### src/rtl/sdram_arb_pkg.sv
// sdram_arb_pkg: shared state encoding, watchdog limit and port-index width helper
// for the SDRAM requester arbiter.
package sdram_arb_pkg;

  typedef enum logic [2:0] {
    IDLE    = 3'd0,
    ISSUE   = 3'd1,
    WAIT_LO = 3'd2,
    WAIT_HI = 3'd3,
    GAP     = 3'd4
  } arb_state_t;

  // Cycles of ready=1 tolerated in WAIT_LO before the strobe edge is assumed lost.
  localparam int WD_LIMIT = 4;

  function automatic int idx_w(input int n);
    return (n > 2) ? $clog2(n) : 1;
  endfunction

endpackage

### src/rtl/sdram_arb_rr_pick.sv
// sdram_arb_rr_pick: combinational round-robin picker; the first request at or
// after ptr (wrapping at NPORTS) wins and is returned one-hot and as an index.
module sdram_arb_rr_pick
  import sdram_arb_pkg::*;
#(
  parameter int NPORTS = 3,
  parameter int IW     = idx_w(NPORTS)
) (
  input  logic [NPORTS-1:0] req,
  input  logic [IW-1:0]     ptr,
  output logic [NPORTS-1:0] gnt,
  output logic [IW-1:0]     idx
);

  logic [IW:0]   sum_s;
  logic [IW-1:0] pos_s;
  logic          hit_s;
  logic          found_s;

  // Scan ports from ptr upward with wrap-around; first hit claims the grant.
  always_comb begin
    gnt     = '0;
    idx     = '0;
    sum_s   = '0;
    pos_s   = '0;
    hit_s   = 1'b0;
    found_s = 1'b0;
    for (int i = 0; i < NPORTS; i++) begin
      sum_s      = {1'b0, ptr} + (IW+1)'(i);
      sum_s      = (sum_s >= (IW+1)'(NPORTS)) ? sum_s - (IW+1)'(NPORTS) : sum_s;
      pos_s      = sum_s[IW-1:0];
      hit_s      = req[pos_s] & ~found_s;
      gnt[pos_s] = gnt[pos_s] | hit_s;
      idx        = hit_s ? pos_s : idx;
      found_s    = found_s | hit_s;
    end
  end

endmodule

### src/rtl/sdram_arb.sv
// sdram_arb: shares the single-port SDRAM controller among NPORTS level-request clients.
// Define SDRAM_ARB_PRIO0_EN to give port 0 absolute priority; other ports stay round-robin.
module sdram_arb
  import sdram_arb_pkg::*;
#(
  parameter int NPORTS = 3,
  parameter int AW     = 27
) (
  input  logic                 clk,
  input  logic                 init_n,
  input  logic [NPORTS-1:0]    req_rd,
  input  logic [NPORTS-1:0]    req_we,
  input  logic [NPORTS*AW-1:0] req_addr,
  input  logic [NPORTS*16-1:0] req_din,
  input  logic [NPORTS*2-1:0]  req_wtbt,
  output logic [NPORTS-1:0]    ack,
  output logic [15:0]          rdata,
  output logic [AW-1:0]        ram_addr,
  output logic [15:0]          ram_din,
  output logic [1:0]           ram_wtbt,
  output logic                 ram_we,
  output logic                 ram_rd,
  input  logic                 ram_ready,
  input  logic [15:0]          ram_dout,
  output logic                 busy
);

  localparam int IW  = idx_w(NPORTS);
  localparam int WDW = $clog2(WD_LIMIT);
  localparam logic [NPORTS-1:0] P0_ONEHOT = {{(NPORTS-1){1'b0}}, 1'b1};

  arb_state_t        state_q, state_d;
  logic [IW-1:0]     ptr_q, ptr_d, gidx_q, gidx_d;
  logic              dir_we_q, dir_we_d;
  logic [AW-1:0]     addr_q, addr_d;
  logic [15:0]       din_q, din_d, rdata_q, rdata_d;
  logic [1:0]        wtbt_q, wtbt_d;
  logic              we_q, we_d, rd_q, rd_d, busy_q, busy_d;
  logic [NPORTS-1:0] ack_q, ack_d;
  logic [WDW-1:0]    wd_q, wd_d;

  logic [NPORTS-1:0] req_any_s, pick_req_s, pick_gnt_s, gnt_s;
  logic [IW-1:0]     pick_idx_s, grant_idx_s, ptr_next_s;

  assign req_any_s  = req_rd | req_we;
  assign ptr_next_s = (gidx_q == IW'(NPORTS-1)) ? '0 : gidx_q + IW'(1);

`ifdef SDRAM_ARB_PRIO0_EN
  assign pick_req_s  = req_any_s & ~P0_ONEHOT;
  assign gnt_s       = req_any_s[0] ? P0_ONEHOT : pick_gnt_s;
  assign grant_idx_s = req_any_s[0] ? '0 : pick_idx_s;
`else
  assign pick_req_s  = req_any_s;
  assign gnt_s       = pick_gnt_s;
  assign grant_idx_s = pick_idx_s;
`endif

  sdram_arb_rr_pick #(
    .NPORTS (NPORTS),
    .IW     (IW)
  ) u_pick (
    .req (pick_req_s),
    .ptr (ptr_q),
    .gnt (pick_gnt_s),
    .idx (pick_idx_s)
  );

  // Next-state logic: grant, strobe issue, ready low/high tracking, watchdog reissue.
  always_comb begin
    state_d  = state_q;
    ptr_d    = ptr_q;
    gidx_d   = gidx_q;
    dir_we_d = dir_we_q;
    addr_d   = addr_q;
    din_d    = din_q;
    wtbt_d   = wtbt_q;
    rdata_d  = rdata_q;
    we_d     = we_q;
    rd_d     = rd_q;
    busy_d   = busy_q;
    ack_d    = '0;
    wd_d     = wd_q;
    case (state_q)
      IDLE: begin
        if (ram_ready && (|req_any_s)) begin
          gidx_d   = grant_idx_s;
          dir_we_d = |(gnt_s & req_we);
          addr_d   = req_addr[int'(grant_idx_s)*AW +: AW];
          din_d    = req_din[int'(grant_idx_s)*16 +: 16];
          wtbt_d   = req_wtbt[int'(grant_idx_s)*2 +: 2];
          busy_d   = 1'b1;
          state_d  = ISSUE;
        end else begin
          busy_d   = 1'b0;
        end
      end
      ISSUE: begin
        we_d    = dir_we_q;
        rd_d    = ~dir_we_q;
        wd_d    = '0;
        state_d = WAIT_LO;
      end
      WAIT_LO: begin
        if (!ram_ready) begin
          state_d = WAIT_HI;
        end else if (wd_q == WDW'(WD_LIMIT-1)) begin
          // Controller never acknowledged the edge: drop for a cycle and retry.
          we_d    = 1'b0;
          rd_d    = 1'b0;
          state_d = ISSUE;
        end else begin
          wd_d    = wd_q + WDW'(1);
        end
      end
      WAIT_HI: begin
        if (ram_ready) begin
          rdata_d       = dir_we_q ? rdata_q : ram_dout;
          ack_d[gidx_q] = 1'b1;
          we_d          = 1'b0;
          rd_d          = 1'b0;
`ifdef SDRAM_ARB_PRIO0_EN
          ptr_d         = (gidx_q == '0) ? ptr_q : ptr_next_s;
`else
          ptr_d         = ptr_next_s;
`endif
          state_d       = GAP;
        end else begin
          state_d       = WAIT_HI;
        end
      end
      GAP: begin
        busy_d  = 1'b0;
        state_d = IDLE;
      end
      default: begin
        we_d    = 1'b0;
        rd_d    = 1'b0;
        busy_d  = 1'b0;
        state_d = IDLE;
      end
    endcase
  end

  // State and output registers with synchronous active-low reset.
  always_ff @(posedge clk) begin
    if (!init_n) begin
      state_q  <= IDLE;
      ptr_q    <= '0;
      gidx_q   <= '0;
      dir_we_q <= 1'b0;
      addr_q   <= '0;
      din_q    <= 16'h0000;
      wtbt_q   <= 2'b00;
      rdata_q  <= 16'h0000;
      we_q     <= 1'b0;
      rd_q     <= 1'b0;
      busy_q   <= 1'b0;
      ack_q    <= '0;
      wd_q     <= '0;
    end else begin
      state_q  <= state_d;
      ptr_q    <= ptr_d;
      gidx_q   <= gidx_d;
      dir_we_q <= dir_we_d;
      addr_q   <= addr_d;
      din_q    <= din_d;
      wtbt_q   <= wtbt_d;
      rdata_q  <= rdata_d;
      we_q     <= we_d;
      rd_q     <= rd_d;
      busy_q   <= busy_d;
      ack_q    <= ack_d;
      wd_q     <= wd_d;
    end
  end

  assign ack      = ack_q;
  assign rdata    = rdata_q;
  assign ram_addr = addr_q;
  assign ram_din  = din_q;
  assign ram_wtbt = wtbt_q;
  assign ram_we   = we_q;
  assign ram_rd   = rd_q;
  assign busy     = busy_q;

endmodule

### config.mk
export PLATFORM = sky130hd
export DESIGN_NAME = sdram_arb
export DESIGN_NICKNAME = d
export VERILOG_FILES = /design/src/rtl/sdram_arb_pkg.sv /design/src/rtl/sdram_arb_rr_pick.sv /design/src/rtl/sdram_arb.sv
export SDC_FILE = /design/constraint.sdc
export NUM_CORES = 1
export LEC_CHECK = 0
export BUFFER_PORTS_ARGS = -buffer_cell sky130_fd_sc_hd__buf_2
export CORE_ASPECT_RATIO = 0.6
export CORE_MARGIN = 2
export CORE_UTILIZATION = 41
export DETAILED_ROUTE_END_ITERATION = 8
export GPL_ROUTABILITY_DRIVEN = 0
export GPL_TIMING_DRIVEN = 0
export PLACE_DENSITY_LB_ADDON = 0.12
export SYNTH_ARGS = -nofsm -noshare
export SYNTH_HDL_FRONTEND = slang
export SYNTH_SLANG_ARGS = --single-unit
### constraint.sdc
create_clock -name clk -period 2.4 [get_ports clk]
set_input_delay 0 -clock clk [delete_from_list [all_inputs] [get_ports clk]]
set_output_delay 0 -clock clk [all_outputs]
set_load 0.02 [all_outputs]
; ---- After elaboration in Yosys (flattened, before gate mapping)
; Index checks and enable logic that the tools add are counted.
[classes]
n_lt_le_gt_ge = 11
n_eq_ne = 12
n_mul = 1
n_reduce_logical = 18
shift = 3
n_mux = 44
bitwise = 13
add_sub_neg = 7
[ops]
columns = op, count
row1 = $shiftx A81 B8 Y27, 1
row2 = $shiftx A48 B7 Y16, 1
row3 = $mux W2, 9
row4 = $mux W1, 14
row5 = $bmux W1 S2, 6
row6 = $lt A2 B3 Y1 const B, 4
row7 = $mux W3, 4
row8 = $pmux W3 S4, 1
row9 = $ne A2 B2 Y1 const B, 5
row10 = $reduce_and A3 Y1, 3
row11 = $reduce_or A3 Y1, 3
row12 = $demux W1 S2, 4
row13 = $ge A2 B1 Y1 const B, 4
row14 = $pmux W1 S4, 2
row15 = $mul A2 B5 Y7 const B, 1
row16 = $and A3 B3 Y3, 2
row17 = $bwmux W3, 2
row18 = $eq A3 B2 Y1 const B, 2
row19 = $ge A3 B2 Y1 const B, 2
row20 = $reduce_and A2 Y1, 3
row21 = $shiftx A6 B4 Y2, 1
row22 = $sub A2 B2 Y2 const B, 3
row23 = $logic_and A1 B1 Y1, 5
row24 = $add A2 B1 Y2 const B, 2
row25 = other kinds (17), 25
[totals]
regBits = 77
word_cells = 122
output_inout_bits = 67
inputBits = 160

; ---- Longest topological paths before layout
[logic_depth]
ltp_word = 17
ltp_mapped = 10
depth_no_buf = 7

; ---- Cells and area by module
; From an unflattened synthesis, not the netlist that was laid out.
[unflattened]
hier_cells = 489
area_unflattened_um2 = 4078.9
[modules_own_cells]
columns = module, area_each_um2, seq_area_each_um2, cells_per_inst, n_inst
row1 = sdram_arb, 3759.9, 1541.5, 437, 1
row2 = sdram_arb_rr_pick, 319.1, 0.0, 52, 1

; ---- Least setup slack after synthesis
; OpenSTA, ideal clock, no wires.
[synth_timing]
path_kind = register -> register
startpoint = register ptr_q[0]
endpoint = register addr_q[20], in the netlist ram_addr[20]
required_time_ns = 2.283
period_less_slack_ns = 2.014
arrival_ns = 1.896
setup_slack_ns = 0.386
setup_time_ns = 0.117
n_path_buf = 2
stages_incl_launch_ff = 10
path_cell_list = dfxtp_1 inv_1 ha_1 buf_2 a211oi_2 o32ai_2 clkbuf_2 o21ai_0 nand3_1 a32o_1
[synth_via]
elab_chain_cells = 12
elab_cells_between_ends = 27
classes_between = 5 x add/sub / 1 x mul / 3 x order compare / 1 x shift / 12 x mux / 5 x bitwise
[synth_lines]
columns = item, line_no
row1 = from (decl), sdram_arb.sv:33  ; logic [IW-1:0] ptr_q, ptr_d, gidx_q, gidx_d;
row2 = from (signal assigned), sdram_arb.sv:162  ; ptr_q <= ptr_d;
row3 = $add A2 B1 Y3 (tied with other cells), sdram_arb_rr_pick.sv:29  ; sum_s = {1'b0, ptr} + (IW+1)'(i);
row4 = $ge A3 B2 Y1 (tied with other cells), sdram_arb_rr_pick.sv:30  ; sum_s = (sum_s >= (IW+1)'(NPORTS)) ? sum_s - (IW+1)'(NPORTS) : sum_s;
row5 = $mux W2 / $bmux W1 S2 (equally long branches), "sdram_arb_rr_pick.sv:30, sdram_arb_rr_pick.sv:32"
row6 = $bmux W1 S2 / $mux W1 (equally long branches), sdram_arb_rr_pick.sv:32  ; hit_s = req[pos_s] & ~found_s;
row7 = $mux W1 (not written as such) / $not A1 Y1 (equally long branches), sdram_arb_rr_pick.sv:32
row8 = $and A1 B1 Y1, sdram_arb_rr_pick.sv:32
row9 = $or A1 B1 Y1, sdram_arb_rr_pick.sv:35  ; found_s = found_s | hit_s;
row10 = $not A1 Y1, sdram_arb_rr_pick.sv:32
row11 = $and A1 B1 Y1, sdram_arb_rr_pick.sv:32
row12 = $mux W2 *, sdram_arb_rr_pick.sv:34  ; idx = hit_s ? pos_s : idx;
row13 = $mul A2 B5 Y7 *, sdram_arb.sv:88  ; addr_d = req_addr[int'(grant_idx_s)*AW +: AW];
row14 = $shiftx A81 B8 Y27 *, sdram_arb.sv:88
row15 = to (signal assigned), sdram_arb.sv:165  ; addr_q <= addr_d;
row16 = to (decl), sdram_arb.sv:35  ; logic [AW-1:0] addr_q, addr_d;
; Mark *: on every way between the ends. The rest lies on a longest branch, timed or not. The select of a mux whose other input is x is not followed.
; A chain may end at the register's enable or synchronous reset.

; ---- Worst setup path in the final report
[layout_timing]
startpoint = register ptr_q[0]
endpoint = register addr_q[22], in the netlist ram_addr[22]
; The elaborated chain is that of the path after synthesis.

==> flow_summary.json <==
{
  "min_period_ns": 2.321,
  "antenna_found_initial": 0,
  "synth_top_area_cell": "dfxtp_1",
  "wl_met2_um": 6775,
  "grtUsageTotal_pct": 26.60,
  "p_leak_nw": 2.672,
  "pre_cts_slack_ns": -0.04960,
  "synth_top_area_share_pct": 38.26,
  "syn_area_per_cell_sq_um": 8.156,
  "reg2reg_slack_ns": 0.08,
  "max_slew.worst_pin.slew_ns": 0.6557,
  "crit_fanout": 11,
  "ys_types": 50,
  "initial_core_util_pct": 43.05,
  "drtIter0Drc": 331,
  "irDropWorstVdd_uv": 365.7,
  "drc": 0,
  "dieArea_sq_um": 10660,
  "syn_nets": 657,
  "whs_ns": 0.009063,
  "grt_pass1_wl_um": 22640,
  "via_per_inst": 5.487,
  "clock.fmax_mhz": 430.8,
  "syn_area_sq_um": 4029,
  "fillers": 850,
  "finalSetupViolCount": 0,
  "outcome": "complete, no violations",
  "rsz0062_at_grt": "true",
  "clock_path_buffers": 2,
  "drive_gt1_share_pct": 38.34,
  "area_delta_synth_final_pct": 46.34,
  "first_global_vias": 4523,
  "wl_um": 14660,
  "final_util_pct": 63.00,
  "drv_cap": 0,
  "die_h_um": 80.79,
  "yosys_most_used_dff": "dfxtp_1",
  "grt_max_degree": 13,
  "vias": 4878,
  "cts_sinks": 77,
  "slew_viol_final": 0,
  "synth.top_cells.by_area": "dfxtp_1 38%, nand3_1 12%, a32o_1 11%, or2_0 6.8%, o21ai_0 4.6%",
  "fp-row-count": 27,
  "overflow": 0,
  "hp-class": "primary input to flip-flop",
  "final-hold-violation-count": 0,
  "timing.final.crit_share_pct": 96.71,
  "io_buffers": 226,
  "ys_seq_area_share_pct": 38.26,
  "cts_tree": "built",
  "route.met3.wl_um": 1134,
  "final_area_sq_um": 5896,
  "cts_made_buffers": 9,
  "synth_edf_count": 0,
  "cp_data_required_time_ns": 2.63,
  "cts_max_level": 3,
  "wl_per_cell_um": 16.49,
  "die_x_um": 132.0,
  "fin_ws_ns": 0.07887,
  "wl_met1_um": 6488,
  "hpwl_um": 10890,
  "post_dp_cell_area_sq_um": 5323,
  "final_antenna_net_count": 0,
  "crit_type": "flip-flop to flip-flop",
  "start_kind": "flip-flop",
  "cellPowerDensity_nw_per_um2": 602.2,
  "core_area_sq_um": 9358,
  "first_pass_iters": 4,
  "cts-root-buf": "clkbuf_16",
  "ys_ff_latch": 77,
  "diodes": 0,
  "yosysWarnings": 0,
  "end_kind": "flip-flop",
  "clkSlewWorstSetupHoldPaths_ns": 0.06,
  "slew_headroom_pct": 55.95,
  "highest_layer": "met4",
  "synth-async-reset-ratio_pct": 0,
  "clkLatencyLatePin_ns": 0.34,
  "finalNetCount": 917,
  "io_pins": 227,
  "fin_skew_ns": 0.003292,
  "syn_inst": 494,
  "crit_arrival_ns": 2.55
}
[cells in the mapped netlist (2+ instances only)]
library cell  count
o21ai_0          37
nand3_1          94
buf_2            17
ha_1              3
nor3_1            5
nor2_4            2
and2_1            2
a32o_1           45
nor2_1           15
dfxtp_1          77
buf_6            11
or2_2             2
nand2_1          42
o21ai_1          13
clkbuf_2          4
buf_1             4
inv_1             8
or2_0            44
a21oi_1          30
clkbuf_1          9
[per-layer routing]
metal	GRT usage [%]	up-vias
met3	6.866	25
li1	-	2344
met2	43.91	207
met1	34.79	2302
met4	7.826	0
met5	0	-
[placed cells by master, fill, tap and decap left out, drive strengths merged, types with 2 or more instances in the layout]
cell type	instances
nor3	5
a21oi	31
inv	9
buf	260
clkinv	2
nor3b	2
a32o	45
or2	47
o32ai	2
o31ai	2
a31oi	2
o21ai	50
and2	2
a211oi	2
clkbuf	25
dlygate4sd3	21
nand2	43
nor2	17
ha	3
nand3	94
dfxtp	77
[cell families (layout without fill, tap and decap cells)]
group	after synthesis	count (layout)	share of synthesized area (%)
simple gates	214	214	27.14
compound gates	144	145	25.47
flops	77	77	38.26
buf+inv	55	319	7.919
fa+ha+maj	3	3	0.9318
mux	1	1	0.2795
[sequential cells by signal, indices dropped and copies added (netlist names)]
name / flops
rdata: 16
wd_q: 2
ack: 3
ram_addr: 27
ram_we: 1
state_q: 3
ram_din: 16
ptr_q: 2
ram_rd: 1
ram_wtbt: 2
gidx_q: 2
dir_we_q: 1
busy: 1
[per-stage QoR]
stage,power (mW),cells,TNS (ns)
after CTS,3.567,887,0
after floorplan,1.862,494,0
final,3.551,889,0
after global placement,2.155,850,0
after global routing,3.707,889,-0.04641
after detailed placement,2.173,850,-0.4502
[what timing repair did]
action,4_1_cts,5_1_grt
resized for setup,2,21
hold endpoints to repair,23,0
pin swaps,0,2
buffers inserted,0,1
hold buffers,21,0
gates cloned,0,1
setup endpoints to repair,36,40
[final cells by class]
type                       instances  area [sq um]  share of cell area, %
buffer                            46         296.5                  5.030
clock buffer                      12         246.5                  4.181
clock inverter                     4         47.55                 0.8065
inverter                           9         33.78                 0.5730
multi-input combinational        363          2218                  37.63
sequential                        77          1541                  26.15
tap                              130         162.7                  2.759
timing repair buffer             248          1349                  22.88
[path summary, 6_finish.rpt]
check        cells after the start                   endpoint              startpoint
max reg2reg                      9  ram_addr[22]$_SDFFE_PN0P_   ptr_q[0]$_SDFFE_PN0P_
min reg2reg                      2     rdata[15]$_SDFFE_PN0P_  rdata[15]$_SDFFE_PN0P_
max                              9  ram_addr[22]$_SDFFE_PN0P_   ptr_q[0]$_SDFFE_PN0P_
min                              3   ram_addr[4]$_SDFFE_PN0P_            req_addr[58]
[worst max-delay path: stages (launching register included)]
cell and delay, ns:
dfxtp_1 0.37, inv_1 0.06, ha_1 0.33, buf_4 0.20, a211oi_4 0.29, o32ai_4 0.18
buf_2 0.22, o21ai_0 0.17, nand3_1 0.12, a32o_1 0.26
[where the power goes]
group / switching (mW) / internal (mW)
Clock: 0.533 / 0.831
Combinational: 0.430 / 0.336
Sequential: 0.0505 / 1.37
No activity file was read; power rests on OpenSTA's default activity.
